[src/rtl/paritysel_pkg.sv]
// Shared constants and types for the parity-select burst sequencer.
// SEL_W sizes both the select value and the remaining-beat counter.
package paritysel_pkg;

    localparam int unsigned SEL_W = 5;

    typedef enum logic [0:0] {
        ST_IDLE = 1'b0,
        ST_RUN  = 1'b1
    } state_e;

    typedef logic [SEL_W-1:0] sel_t;
    typedef logic [SEL_W-1:0] beat_cnt_t;

    // Low bit of sel tells the downstream mux to pick operand B.
    function automatic logic pick_b(input sel_t sel_v);
        return sel_v[0];
    endfunction

endpackage

[src/rtl/paritysel_seq.sv]
// Burst sequencer: accepts one request (operands, start select, length) and
// emits len+1 beats with an incrementing select value under valid/ready flow control.
module paritysel_seq
    import paritysel_pkg::*;
#(
    parameter int unsigned WIDTH = 8
) (
    input  logic             clk,
    input  logic             rst,
    input  logic             in_valid,
    output logic             in_ready,
    input  logic [WIDTH-1:0] in_data_a,
    input  logic [WIDTH-1:0] in_data_b,
    input  logic [4:0]       in_sel_start,
    input  logic [4:0]       in_len,
    output logic [4:0]       sel,
    output logic [WIDTH-1:0] data_a,
    output logic [WIDTH-1:0] data_b,
    output logic             out_valid,
    input  logic             out_ready,
    output logic             out_last,
    output logic             exp_pick_b
);

    state_e           state_q,     state_d;
    sel_t             sel_q,       sel_d;
    beat_cnt_t        rem_q,       rem_d;
    logic [WIDTH-1:0] data_a_q,    data_a_d;
    logic [WIDTH-1:0] data_b_q,    data_b_d;
    logic             out_valid_q, out_valid_d;
    logic             out_last_q,  out_last_d;

    // Next-state logic: capture in IDLE, advance or hold the burst in RUN.
    always_comb begin
        state_d     = state_q;
        sel_d       = sel_q;
        rem_d       = rem_q;
        data_a_d    = data_a_q;
        data_b_d    = data_b_q;
        out_valid_d = out_valid_q;
        out_last_d  = out_last_q;
        case (state_q)
            ST_IDLE: begin
                if (in_valid) begin
                    state_d     = ST_RUN;
                    sel_d       = in_sel_start;
                    rem_d       = in_len;
                    data_a_d    = in_data_a;
                    data_b_d    = in_data_b;
                    out_valid_d = 1'b1;
                    out_last_d  = (in_len == 5'd0);
                end else begin
                    out_valid_d = 1'b0;
                    out_last_d  = 1'b0;
                end
            end
            ST_RUN: begin
                // A stall leaves every beat register untouched.
                if (out_ready) begin
                    if (rem_q == 5'd0) begin
                        state_d     = ST_IDLE;
                        out_valid_d = 1'b0;
                        out_last_d  = 1'b0;
                    end else begin
                        sel_d      = sel_q + 5'd1;
                        rem_d      = rem_q - 5'd1;
                        out_last_d = (rem_q == 5'd1);
                    end
                end else begin
                    state_d = ST_RUN;
                end
            end
            default: begin
                state_d     = ST_IDLE;
                out_valid_d = 1'b0;
                out_last_d  = 1'b0;
            end
        endcase
    end

    // State registers with synchronous reset; reset aborts any burst in flight.
    always_ff @(posedge clk) begin
        if (rst) begin
            state_q     <= ST_IDLE;
            sel_q       <= 5'd0;
            rem_q       <= 5'd0;
            data_a_q    <= {WIDTH{1'b0}};
            data_b_q    <= {WIDTH{1'b0}};
            out_valid_q <= 1'b0;
            out_last_q  <= 1'b0;
        end else begin
            state_q     <= state_d;
            sel_q       <= sel_d;
            rem_q       <= rem_d;
            data_a_q    <= data_a_d;
            data_b_q    <= data_b_d;
            out_valid_q <= out_valid_d;
            out_last_q  <= out_last_d;
        end
    end

    assign in_ready   = (state_q == ST_IDLE) && !rst;
    assign exp_pick_b = pick_b(sel_q);
    assign sel        = sel_q;
    assign data_a     = data_a_q;
    assign data_b     = data_b_q;
    assign out_valid  = out_valid_q;
    assign out_last   = out_last_q;

endmodule

[config.mk]
export PLATFORM = sky130hd
export DESIGN_NAME = paritysel_seq
export DESIGN_NICKNAME = d
export VERILOG_FILES = /design/src/rtl/paritysel_pkg.sv /design/src/rtl/paritysel_seq.sv
export SDC_FILE = /design/constraint.sdc
export NUM_CORES = 1
export LEC_CHECK = 0
export ABC_AREA = 1
export BUFFER_PORTS_ARGS = -buffer_cell sky130_fd_sc_hd__buf_2
export CORE_MARGIN = 2
export CORE_UTILIZATION = 51
export CTS_CLUSTER_DIAMETER = 120
export DETAILED_ROUTE_END_ITERATION = 7
export PLACE_DENSITY = 0.89
export SLEW_MARGIN = 30
export SYNTH_ARGS = -nofsm -noshare
export SYNTH_HDL_FRONTEND = slang
export SYNTH_SLANG_ARGS = --single-unit
export TNS_END_PERCENT = 50
[constraint.sdc]
create_clock -name clk -period 2.7 [get_ports clk]
set_input_delay 0 -clock clk [delete_from_list [all_inputs] [get_ports clk]]
set_output_delay 0 -clock clk [all_outputs]
set_load 0.005 [all_outputs]
==> impl_metrics.yaml <==
clock_network:
  clk_latency_ns: 0.33
  cts-root-buf: "clkbuf_4"
  path_clk_slew_ns: 0.10
  cts_tree: "built"
  clock_sinks: 29
  htree_levels: 2
  cts_made_buffers: 5
  cts.repair.resized: 0
  clockBufferDepth: 2
sta:
  worst_slack_ns: 0.8568
  min_period_over_period: 0.6827
  clock.fmax_ghz: 0.5425
  final-hold-violation-count: 0
  fin_skew_ns: 0.006348
  setup_viol: 0
  fin_setup_tns_ns: 0
  maxSlewViolCount: 0
  tightest_slew_ns: 0.6883
  layout_min_cycle_time_ns: 1.843
  slew-limit-headroom: 0.5406
  rsz0062_at_grt: "false"
route:
  routed_wl_mm: 3.887
  ant_nets: 0
  drt_iter0_markers: 59
  wl_per_cell_um: 12.34
  dr_total_vias: 1568
  vias_per_cell: 4.978
  dr.pass1.iters: 4
  drc_errors: 0
setup_path:
  start_kind: "register"
  required_ns: 2.93
  reg2reg_depth: 4
  cp-end-kind: "register"
  setup.worst_path.end: "data_b[3]$_SDFFE_PP0P_"
  crit_type: "register to register"
  r2r-start: "state_q$_SDFF_PP0_"
  reg2reg_setup_slack_ns: 0.86
  startpoint: "state_q$_SDFF_PP0_"
  reg2reg_to: "data_b[3]$_SDFFE_PP0P_"
  critPathArrivalTime_ns: 2.07
  cp_max_fo: 19
synthesis:
  synth_top_area_share: 0.4218
  synth_fa_ha_area_frac: 0.02727
  synth_area_leaders: "dfxtp_1, nor2_1, nand2_1"
  post_synth_num_cell_types: 22
  synth_top_family_by_area: "simple AND/OR/NAND/NOR gates"
  synth_seq_area_share: 0.4218
  synthSimpleGateAreaFrac: 0.3791
  syn_area_per_cell_sq_um: 6.585
  synth_top_cell_by_area: "dfxtp_1"
  synth-xor-area-share: 0
  synth_area_sq_um: 1376
  synth-warning-count: 0
  syn_nets: 242
  synthCells: 209
  synth_compound_area_frac: 0.09182
  ys_ff_latch: 29
  synth_mux_area_frac: 0
layout:
  syn2layout_area_growth_pct: 42.18
  drive_gt1_frac: 0.2316
  diodes: 0
  final_cell_mix: "nor2_1, buf_2, nand2_1, dfxtp_1"
  final_common_cell: "nor2_1"
  fin_nets: 317
outcome:
  status: "complete, no violations"
grt:
  grt_use_total: 0.2671
  antenna_found_initial: 0
  grt_pass1_vias: 1484
  grt_max_degree: 28
  grt_pass1_wl_mm: 6.561
  overflow: 0
floorplan:
  dieWidth_um: 55.95
  ios: 55
  rows: 18
  core_sq_um: 2522
  start_util: 0.5456
  die-area_sq_um: 3130
  die_y_um: 55.95
worst_hold_path:
  worst_hold_path_type: "primary input to register"
pwr:
  power.density_nw_per_um2: 628.3
  vdd_drop_max_uv: 544.4
  p_leak_uw: 0.001036
placement:
  post-place-ws_ns: 0.9104
  port_buffers: 54
  hpwlAfterDp_mm: 2.189
  gp_congestion: 0.8091
flow_run:
  drv_cap: 0
==> critical path, stage by stage (launching register included) <==
cell and delay, ns:
dfxtp_1 0.47, nor2_4 0.41, clkinv_1 0.51, nor2_1 0.27, nor2_1 0.08
==> synthesized netlist by cell type <==
| cell | number |
|---|---|
| nand3_1 | 9 |
| clkbuf_1 | 5 |
| ha_1 | 3 |
| clkinv_1 | 1 |
| buf_2 | 1 |
| o21ai_0 | 23 |
| nand3_4 | 1 |
| nand4_1 | 4 |
| nand2_1 | 47 |
| buf_6 | 1 |
| nor3_1 | 1 |
| inv_1 | 15 |
| nor2_4 | 1 |
| buf_1 | 1 |
| or2_2 | 1 |
| buf_4 | 1 |
| dfxtp_1 | 29 |
| a21oi_1 | 1 |
| inv_2 | 1 |
| or2_1 | 1 |
| a31oi_1 | 1 |
| nor2_1 | 61 |
==> worst min-delay path by stage <==
stage	from	cells after the start	slack [ns]	to
after floorplan	rst	1	0.03	in_ready
after global placement	rst	2	0.21	out_valid$_SDFFE_PP0P_
after detailed placement	rst	2	0.21	out_valid$_SDFFE_PP0P_
after CTS	in_sel_start[3]	5	0.004	sel[3]$_SDFFE_PP0P_
after global routing	in_sel_start[3]	5	0.03	sel[3]$_SDFFE_PP0P_
final	in_sel_start[3]	5	0.02	sel[3]$_SDFFE_PP0P_
==> per-layer routing <==
layer | vias up | GRT usage | routed length [um]
li1 | 802 | - | -
met1 | 683 | 0.3111 | 1561
met2 | 70 | 0.4507 | 1940
met3 | 13 | 0.06977 | 268
met4 | 0 | 0.1361 | 116
met5 | - | 0 | 0
==> flip-flops by register name, summed over array words and instances (netlist names) <==
| signal | count |
|---|---|
| data_a | 8 |
| state_q | 1 |
| out_valid | 1 |
| sel | 5 |
| out_last | 1 |
| rem_q | 5 |
| data_b | 8 |
==> metrics by stage <==
stage	power (uW)	hold WS, ns	cells	utilization	area (sq um)
after global routing	1308	0.02539	315	0.7758	1957
after CTS	1224	0.004064	315	0.7758	1957
final	1229	0.02252	315	0.7758	1957
after global placement	811.7	0.2069	284	0.6493	1638
after detailed placement	819.4	0.2083	284	0.6493	1638
after floorplan	728.5	0.02691	209	-	1376
==> cell type report <==
cell class	count	area [sq um]
tap	30	37.54
clock buffer	6	51.30
multi-input combinational	154	685.7
fill	179	565.5
clock inverter	2	37.54
timing repair buffer	77	500.5
inverter	17	63.81
sequential	29	580.6
==> cell families (layout without fill, tap and decap cells) <==
group / Yosys count / count (layout)
AOI/OAI and AO/OA: 25 / 25
adders and majority gates: 3 / 3
DFF: 29 / 29
buffers and inverters: 26 / 102
and+or+nand+nor: 126 / 126
==> repair_timing <==
action,4_1_cts,5_1_grt
hold endpoints to repair,24,0
hold buffers,23,0
setup buffers,0,0
==> power breakdown <==
part | total (uW) | internal, uW | switching (uW)
sequential | 531 | 481 | 49.3
clock | 383 | 220 | 163
combinational | 316 | 138 | 177
Power figures use the tool's default switching activity.
